### config.mk
export PLATFORM = sky130hd
export DESIGN_NAME = countdown_display
export DESIGN_NICKNAME = d
export VERILOG_FILES = /design/src/rtl/countdown_display.sv
export SDC_FILE = /design/constraint.sdc
export NUM_CORES = 1
export LEC_CHECK = 0
export ABC_CLOCK_PERIOD_IN_PS = 3100
export BUFFER_PORTS_ARGS = -buffer_cell sky130_fd_sc_hd__buf_2
export CORE_AREA = 2 2 52 54
export CTS_BUF_LIST = sky130_fd_sc_hd__clkbuf_8 sky130_fd_sc_hd__clkbuf_16
export DETAILED_ROUTE_END_ITERATION = 6
export DIE_AREA = 0 0 54 56
export PLACE_DENSITY = 0.74
export SLEW_MARGIN = 20
export SYNTH_ARGS = -nofsm -noshare
export SYNTH_HDL_FRONTEND = slang
export SYNTH_SLANG_ARGS = --single-unit
export TNS_END_PERCENT = 30
### constraint.sdc
create_clock -name ck -period 3.1 [get_ports ck]
set_input_delay 0.155 -clock ck [delete_from_list [all_inputs] [get_ports ck]]
set_output_delay 0.155 -clock ck [all_outputs]
set_load 0.03 [all_outputs]
### src/rtl/countdown_display.sv
// Two-digit multiplexed 7-segment display for a mod-25 down-counter,
// with wrap pulse, post-wrap blink sequence and sticky out-of-range error.
module countdown_display #(
  parameter int SCAN_DIV  = 4,
  parameter int BLINK_LEN = 8
) (
  input  logic       ck,
  input  logic       rs,
  input  logic [4:0] cnt,
  output logic [6:0] seg,
  output logic [1:0] an,
  output logic       wrap,
  output logic       err
);

  localparam int DW = (SCAN_DIV > 1) ? $clog2(SCAN_DIV) : 1;
  localparam int FW = (BLINK_LEN > 1) ? $clog2(BLINK_LEN) : 1;
  localparam logic [DW-1:0] DIV_MAX = DW'(SCAN_DIV - 1);
  localparam logic [FW-1:0] FRM_MAX = FW'(BLINK_LEN - 1);
  localparam logic [6:0] SEG_DASH  = 7'h40;
  localparam logic [6:0] SEG_BLANK = 7'h00;

  typedef enum logic [1:0] {
    ST_NORMAL    = 2'd0,
    ST_BLINK_OFF = 2'd1,
    ST_BLINK_ON  = 2'd2
  } state_t;

  function automatic logic [6:0] seg_code(input logic [3:0] digit);
    logic [6:0] code;
    case (digit)
      4'd0:    code = 7'h3F;
      4'd1:    code = 7'h06;
      4'd2:    code = 7'h5B;
      4'd3:    code = 7'h4F;
      4'd4:    code = 7'h66;
      4'd5:    code = 7'h6D;
      4'd6:    code = 7'h7D;
      4'd7:    code = 7'h07;
      4'd8:    code = 7'h7F;
      4'd9:    code = 7'h6F;
      default: code = 7'h00;
    endcase
    return code;
  endfunction

  logic [4:0]    cur_q;
  logic [DW-1:0] div_q, div_d;
  logic          sel_q, sel_d;
  logic [FW-1:0] frm_q, frm_d;
  state_t        state_q, state_d;
  logic [6:0]    seg_q, seg_d;
  logic [1:0]    an_q, an_d;
  logic          wrap_q;
  logic          err_q;

  logic          wrap_s;
  logic          err_s;
  logic          frame_end_s;
  logic          restart_s;
  logic [1:0]    tens_s;
  logic [4:0]    ones_full_s;
  logic [3:0]    ones_s;

  assign wrap_s      = (cur_q == 5'd0) && (cnt == 5'd24);
  assign err_s       = err_q || (cnt > 5'd24);
  assign frame_end_s = sel_q && (div_q == DIV_MAX);
  // A wrap only restarts the blink/scan when no error is (or is becoming) latched.
  assign restart_s   = wrap_s && !err_s;

  // BCD split of the registered count
  always_comb begin
    tens_s      = 2'd0;
    ones_full_s = cur_q;
    if (cur_q >= 5'd20) begin
      tens_s      = 2'd2;
      ones_full_s = cur_q - 5'd20;
    end else if (cur_q >= 5'd10) begin
      tens_s      = 2'd1;
      ones_full_s = cur_q - 5'd10;
    end else begin
      tens_s      = 2'd0;
      ones_full_s = cur_q;
    end
    ones_s = ones_full_s[3:0];
  end

  // Scan divider and digit select; a wrap restart realigns the scan
  always_comb begin
    div_d = div_q;
    sel_d = sel_q;
    if (restart_s) begin
      div_d = '0;
      sel_d = 1'b0;
    end else if (div_q == DIV_MAX) begin
      div_d = '0;
      sel_d = ~sel_q;
    end else begin
      div_d = div_q + DW'(1);
      sel_d = sel_q;
    end
  end

  // Blink FSM next state; error beats wrap, wrap beats frame end
  always_comb begin
    state_d = state_q;
    frm_d   = frm_q;
    if (err_s) begin
      state_d = ST_NORMAL;
      frm_d   = '0;
    end else if (wrap_s) begin
      state_d = ST_BLINK_OFF;
      frm_d   = '0;
    end else if ((state_q != ST_NORMAL) && frame_end_s) begin
      if (frm_q == FRM_MAX) begin
        state_d = ST_NORMAL;
        frm_d   = '0;
      end else begin
        state_d = (state_q == ST_BLINK_OFF) ? ST_BLINK_ON : ST_BLINK_OFF;
        frm_d   = frm_q + FW'(1);
      end
    end else begin
      state_d = state_q;
      frm_d   = frm_q;
    end
  end

  // Display output decode from current count, digit select and state
  always_comb begin
    seg_d = SEG_BLANK;
    an_d  = 2'b00;
    if (state_q == ST_BLINK_OFF) begin
      seg_d = SEG_BLANK;
      an_d  = 2'b00;
    end else if (sel_q) begin
      an_d = 2'b10;
      if (err_q) begin
        seg_d = SEG_DASH;
      end else if (tens_s == 2'd0) begin
        seg_d = SEG_BLANK;
      end else begin
        seg_d = seg_code({2'b00, tens_s});
      end
    end else begin
      an_d = 2'b01;
      if (err_q) begin
        seg_d = SEG_DASH;
      end else begin
        seg_d = seg_code(ones_s);
      end
    end
  end

  // State and output registers
  always_ff @(posedge ck) begin
    if (rs) begin
      cur_q   <= 5'd24;
      div_q   <= '0;
      sel_q   <= 1'b0;
      frm_q   <= '0;
      state_q <= ST_NORMAL;
      seg_q   <= SEG_BLANK;
      an_q    <= 2'b00;
      wrap_q  <= 1'b0;
      err_q   <= 1'b0;
    end else begin
      cur_q   <= cnt;
      div_q   <= div_d;
      sel_q   <= sel_d;
      frm_q   <= frm_d;
      state_q <= state_d;
      seg_q   <= seg_d;
      an_q    <= an_d;
      wrap_q  <= wrap_s;
      err_q   <= err_s;
    end
  end

  assign seg  = seg_q;
  assign an   = an_q;
  assign wrap = wrap_q;
  assign err  = err_q;

endmodule

==> impl_metrics.tcl, run 1 <==
set metrics [dict create \
    outcome "completed" \
    clock_skew_ns 0.008776 \
    period_share 0.8988 \
    first_iter_violations 25 \
    grt_pass1_wl_um 4360 \
    maxSlewViolCount 0 \
    clock_latency_ns 0.27 \
    wl_um 2588 \
    via_per_inst 5.681 \
    max_stage_delay_ns 0.50 \
    firstDrtPassIters 4 \
    synth_area_per_cell_um2 8.853 \
    die_h_um 56 \
    crit_type "reg -> reg" \
    fin_cells 191 \
    maxCapViolCount 0 \
    initial_core_util 0.5278 \
    portBuffers 17 \
    grt_max_degree 15 \
    layout_min_cycle_time_ns 2.786 \
    worstReg2RegStart "cur_q[3]" \
    cp_data_required_time_ns 3.26 \
    leakagePower_uw 0.0006386 \
    fin_setup_tns_ns 0 \
    hold_viol_final 0 \
    rrSetupSlack_ns 0.31 \
    drive_gt1_frac 0.2174 \
    power_uw 792.2 \
    cts_hold_buf 0 \
    path_buf_inv 2 \
    rr_endpoint "seg[6]" \
    ant_nets 0 \
    vias 1085 \
    crit_start "cur_q[3]" \
    place_congestion 0.8847 \
    antennaDiodeCount 0 \
    io_pins 18 \
    synth_cells 145 \
    cts_buffer_depth 2 \
    power_density_nw_per_um2 544.4 \
    cp-endpoint "seg[6]" \
    fmax_mhz 358.9 \
    ys.warnings.count 0 \
    synth_seq_cells 24 \
    synth_fp_nets 161 \
    grtUsageTotal 0.1923 \
    synth_top_area_frac 0.3743 \
    cp_data_arrival_time_ns 2.95 \
    synthTopCellsByArea "dfxtp_1 (37%), ha_1 (8.8%), a21oi_1 (5.1%)" \
    rsz0062_at_grt "false" \
    htreeDepth 1 \
    row_count 18 \
    multi_input_area_um2 743.2 \
    antenna_found_initial 0 \
    ys_types 46 \
    first_global_vias 1030 \
    place_area_um2 1379 \
    min_path_type "in -> reg" \
    finalNetCount 178 \
    relSlewSlack 0.6670 \
    synth_flop_cell "dfxtp_1" \
    final_area_um2 1455 \
    met1_length_um 1089 \
    die_area_um2 3024 \
    cts_tree "done" \
    die_x_um 54 \
    cts_buffers 3 \
    hpwl_um 1900 \
    dp_slack_ns 0.2313 \
    wire_per_inst_um 13.55 \
    clk_pin_slew_ns 0.09 \
    ys_seq_area_frac 0.3743 \
    start_kind "flop" \
    cts-root-buf "clkbuf_8" \
    coreArea_um2 2432 \
    reg2regPathDepth 11 \
    slowest_stage "dfxtp_1" \
    path_depth 11 \
    syn2layout_area_growth_pct 13.35 \
    highest_layer "met4" \
    wl_met2_um 1330 \
    overflow 0 \
    synth-async-reset-ratio 0 \
    syn-cell-area_um2 1284 \
    synth_edf_count 0 \
    finalSetupViolCount 0 \
    crit_family "compound AO/OA/AOI/OAI gates" \
    nFillCells 220 \
    irDropWorstVdd_uv 317.9 \
    cts_sinks 24 \
    end_kind "flop" \
    seq_area_um2 480.5 \
    yosys.area.top_type "dfxtp_1" \
    tightest_slew_ns 0.4869 \
    dp.cells 187 \
    setup_ws_ns 0.3136 \
    cp_cell_sequence "inv_1, ha_1, nor3b_2, o31ai_2, nand2_1, xnor2_1, ha_1, inv_1, o21ai_0, a21boi_1, o31a_1" \
    critPathMaxFanout 8 \
    drcViolationCount 0 \
    wl_met3_um 139 \
]
==> where the power goes <==
| part | internal (uW) | switching [uW] |
|---|---|---|
| sequential | 332 | 19.3 |
| combinational | 65.0 | 103 |
| clock | 173 | 101 |
| total | 569 | 223 |
==> per-layer routing <==
layer  up-vias  global-route usage
met5         -                   0
met4         0             0.06429
met3         5             0.04301
met2        29              0.3397
met1       506              0.2191
li1        545                   -
==> sequential cells by signal, indices dropped and copies added, names as in the netlist <==
register and cells:
an 2, cur_q 5, div_q 2, err 1, frm_q 3, seg 7, sel_q 1, state_q 2
wrap 1
==> cell families (layout without fill, tap and decap cells) <==
group / count (synthesis) / after routing / synth area share
AND/OR/NAND/NOR: 56 / 56 / 0.2368
AO/OA/AOI/OAI: 37 / 37 / 0.2213
flip-flops: 24 / 24 / 0.3743
buffers and inverters: 15 / 31 / 0.05067
adder cells (fa/ha/maj): 9 / 9 / 0.08772
XOR/XNOR: 2 / 2 / 0.01365
multiplexers: 2 / 2 / 0.01560
==> placed cells by master, fill, tap and decap left out, types with 3 or more instances in the layout <==
master    Yosys  routed
nor2b_1       4       4
buf_2         1      17
ha_1          9       9
inv_1        10      10
or2_2         3       3
a21oi_1      13      13
nor3_1        5       5
clkbuf_8      0       3
nand2_1      10      10
dfxtp_1      24      24
nor2_1       14      14
nand2b_1      5       5
nand3_1       4       4
==> stage by stage <==
step                      hold slack (ns)    util
after CTS                         0.09535  0.5962
after detailed placement           0.3757  0.5669
after global routing              0.09597  0.5983
after floorplan                    0.2616       -
after global placement             0.3744  0.5669
final                             0.09522  0.5983
==> cell usage after synthesis, types with 2 or more instances <==
cell      count
dfxtp_1      24
nor2_1       14
a21oi_1      13
inv_1        10
nand2_1      10
ha_1          9
nand2b_1      5
nor3_1        5
nand3_1       4
nor2b_1       4
or2_2         3
a211oi_2      2
a31oi_1       2
buf_4         2
mux2i_1       2
o21ai_0       2
o31a_1        2
o31ai_1       2
or3_1         2
xnor2_1       2
==> how the worst min path moves through the flow <==
stage,start,endpoint,slack (ns),cells after the start
2_1_floorplan,cnt[3],cur_q[3],0.26,1
3_3_place_gp,cnt[0],cur_q[0],0.37,2
3_5_place_dp,cnt[4],cur_q[4],0.38,2
4_1_cts,cnt[4],cur_q[4],0.1,2
5_1_grt,cnt[4],cur_q[4],0.1,2
6_report,cnt[4],cur_q[4],0.1,2
==> area by class of cell <==
class,count,area share
multi-input cells,106,0.5107
flip-flops and latches,24,0.3302
repair buffers,17,0.05847
clock buffers,3,0.02837
inverters,10,0.02580
well taps,30,0.02580
clock inverters,1,0.02064
==> timing repair <==
action	CTS	global route
endpoints found under the setup margin	0	1
gates resized for setup	0	1
setup buffers	0	0
No activity file was read; power rests on OpenSTA's default activity.
==> run 2, diff against run 1 <==
--- a/config.mk
+++ b/config.mk
@@ -5,13 +5,13 @@
 export SDC_FILE = /design/constraint.sdc
 export NUM_CORES = 1
 export LEC_CHECK = 0
-export ABC_CLOCK_PERIOD_IN_PS = 3100
+export ABC_AREA = 1
 export BUFFER_PORTS_ARGS = -buffer_cell sky130_fd_sc_hd__buf_2
-export CORE_AREA = 2 2 52 54
+export CORE_AREA = 2 2 50 52
 export CTS_BUF_LIST = sky130_fd_sc_hd__clkbuf_8 sky130_fd_sc_hd__clkbuf_16
 export DETAILED_ROUTE_END_ITERATION = 6
-export DIE_AREA = 0 0 54 56
-export PLACE_DENSITY = 0.74
+export DIE_AREA = 0 0 52 54
+export PLACE_DENSITY = 0.75
 export SLEW_MARGIN = 20
 export SYNTH_ARGS = -nofsm -noshare
 export SYNTH_HDL_FRONTEND = slang
==> run 2 against run 1 <==
  * Critical path depth stayed put
  * Clock power hardly changed
  * Global-route usage is 0.87 points lower
  * Largest cell class unchanged
  * Highest routed layer unchanged
  * Routed wire length is 15% lower
  * Sequential power is 3% lower
  * Combinational power is 7% lower
  * Hold slack worse by 0.0079 ns
==> impl_metrics.tcl, run 2 <==
set metrics [dict create \
    largest_reg_flops 7 \
    leakagePower_uw 0.0007167 \
    maxSlewViolCount 0 \
    wire_per_inst_um 10.32 \
    finalNetCount 200 \
    p_switching_uw 221.8 \
    relSlewSlack 0.7397 \
    fin_setup_tns_ns 0 \
    maxCapViolCount 0 \
    postCtsResizedCells 0 \
    place_area_um2 1314 \
    synth.most_common_cell "nand2_1" \
    use_met3 0.04167 \
    synth_fa_ha_area_frac 0.09424 \
    synth_fp_nets 179 \
    grt-busiest-layer "met2" \
    clk_pin_slew_ns 0.09 \
    row_count 18 \
    wl_um 2199 \
    grt_pass1_wl_um 3795 \
    syn-cell-area_um2 1195 \
    clock_skew_ns 0.002595 \
    synth-async-reset-ratio 0 \
    die_area_um2 2808 \
    ys_top_cells_by_count "nand2_1 (37), dfxtp_1 (24), inv_1 (20), nor2_1 (19), nand3_1 (13)" \
    p_clk_frac 0.357 \
    worstReg2RegStart "cur_q[1]" \
    final_area_um2 1385 \
    io_pins 18 \
    min_from "cnt[3]" \
    ys.warnings.count 0 \
    ys_seq_area_frac 0.4021 \
    cts_setup_buffers 0 \
    synth_edf_count 0 \
    finalSetupViolCount 0 \
    synth_area_per_cell_um2 7.331 \
    antenna_found_initial 0 \
    ant_nets 0 \
    fin_cells 213 \
    antennaDiodeCount 0 \
    drcViolationCount 0 \
    cts_buffer_depth 2 \
    cp_data_arrival_time_ns 2.13 \
    synth_top_family_by_area "simple AND/OR/NAND/NOR gates" \
    synth_seq_cells 24 \
    p_seq_frac 0.441 \
    cp_data_required_time_ns 3.26 \
    portBuffers 17 \
    vias 1043 \
    yosys.area_share.simple 0.3225 \
    syn2layout_area_growth_pct 15.92 \
    period_share 0.6354 \
    synth_mux_area_frac 0 \
    grt_max_degree 15 \
    crit_type "reg -> reg" \
    timing.hold.ws_ns 0.08733 \
    tightest_slew_ns 0.3864 \
    synth_compound_area_frac 0.1026 \
    fmax_mhz 507.7 \
    mostFrequentLayoutCells "nand2_1 (37), dfxtp_1 (24), inv_1 (20), nor2_1 (19), buf_2 (17)" \
    initial_core_util 0.5151 \
    first_iter_violations 14 \
    cts_tree "done" \
    grtUsageMet2 0.3565 \
    synth_top_area_frac 0.4021 \
    rsz0062_at_grt "false" \
    hold_viol_final 0 \
    critPathMaxFanout 6 \
    grtUsageTotal 0.1836 \
    synth_cells 163 \
    cts_hold_buf 0 \
    ys_types 21 \
    layout_min_cycle_time_ns 1.970 \
    die_x_um 52 \
    place_congestion 0.8803 \
    drive_gt1_frac 0.2240 \
    start_kind "flop" \
    intPower_uw 553.8 \
    cts_sinks 24 \
    first_global_vias 1003 \
    synth_flop_cell "dfxtp_1" \
    dp_slack_ns 1.182 \
    synth-xor-area-share 0 \
    setup_ws_ns 1.130 \
    firstDrtPassIters 4 \
    min_path_type "in -> reg" \
    outcome "completed" \
    synthTopCellsByArea "dfxtp_1 (40%), nand2_1 (12%), ha_1 (9.4%)" \
    cts-root-buf "clkbuf_8" \
    yosys.area.top_type "dfxtp_1" \
    die_h_um 54 \
    combPwrFrac 0.203 \
    overflow 0 \
    coreArea_um2 2320 \
    power_density_nw_per_um2 560.0 \
    via_per_inst 4.897 \
    hpwl_um 1828 \
    clock_latency_ns 0.27 \
    use_met1 0.1866 \
    final_common_cell "nand2_1" \
    dp.cells 209 \
    htreeDepth 1 \
    crit_start "cur_q[1]" \
    irDropWorstVdd_uv 466.9 \
    end_kind "flop" \
    switching_share 0.2860 \
    cts_buffers 3 \
]
[run 2: cell type report]
type	instances	area [um^2]
well taps	30	37.54
clock inverters	1	30.03
clock buffers	3	41.29
flip-flops and latches	24	480.5
inverters	24	90.09
repair buffers	17	85.08
multi-input cells	114	620.6
fillers	204	934.6
[run 2: logic make-up (layout without fill, tap and decap cells)]
family	count (synthesis)	in the layout
buf+inv	25	45
flops	24	24
compound gates	20	20
fa+ha+maj	9	9
simple gates	85	85
[run 2: power by group through the flow]
stage	clock (uW)	sequential, uW	combinational [uW]
final	277	342	157
after CTS	279	342	158
after floorplan	0	380	88.4
after global routing	291	345	177
after global placement	0	348	153
after detailed placement	0	350	158
[run 2: path summary, 6_finish.rpt]
check / endpoint / slack, ns / depth (start not counted)
max: seg[1] / 1.13 / 11
min: cur_q[3] / 0.09 / 2
max reg2reg: seg[1] / 1.13 / 11
min reg2reg: div_q[0] / 0.43 / 1
[run 2: through the flow]
step | utilization | total power (uW)
3_3_place_gp | 0.5663 | 501.5
3_5_place_dp | 0.5663 | 507.3
5_1_grt | 0.5971 | 812.5
6_report | 0.5971 | 775.6
4_1_cts | 0.5971 | 779.7
2_1_floorplan | - | 468.4
[run 2: layer usage]
layer,part of all wire,vias up
li1,-,556
met1,0.42,465
met2,0.53,18
met3,0.031,4
met4,0.018,0
met5,0,-
[run 2: worst max-delay path: stages (launching register included)]
cell and delay, ns:
dfxtp_1 0.43, inv_1 0.11, ha_1 0.21, inv_1 0.08, nand2_1 0.06, nand3_2 0.13, nand2_1 0.10, nand2_1 0.08
nand2_1 0.09, ha_1 0.30, o21ai_0 0.16, a21oi_1 0.10
==> run 3, diff against run 2 <==
--- a/config.mk
+++ b/config.mk
@@ -7,11 +7,11 @@
 export LEC_CHECK = 0
 export ABC_AREA = 1
 export BUFFER_PORTS_ARGS = -buffer_cell sky130_fd_sc_hd__buf_2
-export CORE_AREA = 2 2 50 52
+export CORE_AREA = 2 2 53 55
 export CTS_BUF_LIST = sky130_fd_sc_hd__clkbuf_8 sky130_fd_sc_hd__clkbuf_16
 export DETAILED_ROUTE_END_ITERATION = 6
-export DIE_AREA = 0 0 52 54
-export PLACE_DENSITY = 0.75
+export DIE_AREA = 0 0 55 57
+export PLACE_DENSITY = 0.7
 export SLEW_MARGIN = 20
 export SYNTH_ARGS = -nofsm -noshare
 export SYNTH_HDL_FRONTEND = slang
==> constraint.sdc (replaced) <==
create_clock -name ck -period 1.6 [get_ports ck]
set_input_delay 0.08 -clock ck [delete_from_list [all_inputs] [get_ports ck]]
set_output_delay 0.08 -clock ck [all_outputs]
set_load 0.03 [all_outputs]
==> run 3 against run 2 <==
  * The run now ends with negative setup slack left
  * Via count up 13%
  * Register-to-register slack worse by 1.2 ns
  * Design area up 22%
  * Clock skew down 0.0014 ns
  * Clock-buffer cell count unchanged
  * Largest power group unchanged
==> impl_metrics.tcl, run 3 (synthesized netlist as in run 2, its figures left out) <==
set metrics [dict create \
    cts_sinks 24 \
    period_share 1.020 \
    htreeDepth 1 \
    leakagePower_uw 0.0008330 \
    relSlewSlack 0.7040 \
    end_kind "flop" \
    whs_path_depth 2 \
    first_iter_violations 19 \
    die_area_um2 3135 \
    min_from "cnt[3]" \
    overflow 0 \
    clock_skew_ns 0.001166 \
    die_x_um 55 \
    dp_slack_ns -0.08171 \
    grtUsageTotal 0.2071 \
    cts-root-buf "clkbuf_8" \
    cp_data_arrival_time_ns 1.80 \
    reg2regPathDepth 14 \
    clk_pin_slew_ns 0.08 \
    irDropWorstVdd_uv 672.1 \
    grt-busiest-layer "met2" \
    maxCapViolCount 0 \
    drive_gt1_frac 0.4195 \
    grt_max_degree 15 \
    outcome "complete, but fails checks" \
    first_global_vias 1170 \
    min_to "cur_q[3]" \
    vias 1179 \
    worstReg2RegStart "cur_q[1]" \
    cts_buffers 3 \
    mostFrequentLayoutCells "nand2_1 (31), buf_4 (22), dfxtp_1 (20), nor2_1 (19), buf_2 (17)" \
    grtUsageMet2 0.3537 \
    cts_hold_buf 0 \
    io_pins 18 \
    clock_latency_ns 0.27 \
    place_area_um2 1429 \
    cp_data_required_time_ns 1.77 \
    grt_pass1_wl_um 4747 \
    largest_reg_flops 7 \
    via_per_inst 4.996 \
    cts_tree "done" \
    final_core_util 0.6488 \
    ant_nets 0 \
    start_kind "flop" \
    critPathMaxFanout 5 \
    firstDrtPassIters 4 \
    use_met1 0.2277 \
    seq_area_um2 490.5 \
    layout_min_cycle_time_ns 1.632 \
    finalNetCount 222 \
    drcViolationCount 0 \
    final_common_cell "nand2_1" \
    min_path_type "in -> reg" \
    rsz0062_at_grt "true" \
    crit_type "reg -> reg" \
    antenna_found_initial 0 \
    coreArea_um2 2615 \
    finalSetupViolCount 2 \
    violations "negative setup slack" \
    hpwl_um 2004 \
    portBuffers 17 \
    initial_core_util 0.4569 \
    rr_endpoint "seg[3]" \
    final_area_um2 1697 \
    tightest_slew_ns 0.4394 \
    hold_viol_final 0 \
    place_congestion 0.8461 \
    fmax_mhz 612.6 \
    cts_buffer_depth 2 \
    multi_input_area_um2 745.7 \
    rrSetupSlack_ns -0.03 \
    syn2layout_area_growth_pct 41.99 \
    wire_per_inst_um 11.78 \
    die_h_um 57 \
    timing.hold.ws_ns 0.007675 \
    wl_um 2780 \
    row_count 19 \
    nFillCells 214 \
    use_met3 0.04450 \
    antennaDiodeCount 0 \
    setup_ws_ns -0.03232 \
    maxSlewViolCount 0 \
    power_density_nw_per_um2 947.1 \
]
run 3: routing by layer:
metal | part of all wire | vias to the layer above | wire (um)
met5 | 0 | - | 0
met2 | 0.54 | 40 | 1503
met3 | 0.043 | 11 | 120
li1 | - | 596 | -
met4 | 0.035 | 0 | 96
met1 | 0.38 | 532 | 1060
run 3: where the power goes:
part           switching, uW  internal [uW]
clock network            198            335
registers               23.4            641
logic                    249            160
total                    471           1140
run 3: repair_timing:
action	in CTS	in global routing
resized for setup	18	12
setup endpoints to repair	7	16
buffers inserted	5	3
pin swaps	10	7
run 3: worst max-delay path by stage:
stage,slack (ns),startpoint,to
finish,-0.03,cur_q[1],seg[3]
global route,-0.12,cur_q[1],seg[0]
CTS,-0.04,cur_q[2],seg[3]
detailed placement,-0.08,cur_q[2],seg[6]
global placement,0.002,cur_q[2],seg[1]
floorplan,0.003,cur_q[3],seg[3]
run 3: per-stage QoR:
| step | power [uW] | TNS (ns) | std cells |
|---|---|---|---|
| floorplan | 911.4 | 0 | 163 |
| global placement | 1009 | 0 | 224 |
| detailed placement | 1019 | -0.2757 | 224 |
| CTS | 1577 | -0.07189 | 233 |
| global route | 1688 | -0.8329 | 236 |
| finish | 1607 | -0.05177 | 236 |
run 3: cell type report:
type                            instances  share of cell area
Tap cell                               31             0.02286
Clock inverter                          1             0.01770
Timing Repair Buffer                   39              0.1475
Multi-Input combinational cell        114              0.4395
Clock buffer                            3             0.02434
Sequential cell                        24              0.2891
Inverter                               24             0.05900
run 3: critical path, stage by stage, from the launching register on:
cell and delay (ns):
dfxtp_4 0.40, inv_4 0.05, ha_4 0.16, inv_4 0.06
nand2_4 0.05, nand3_4 0.08, nand2_2 0.06, nand2_2 0.08
nand2_4 0.08, ha_4 0.27, nand2_1 0.04, nand2_1 0.05
nand2_1 0.05, nand2_1 0.05, nand2_1 0.04
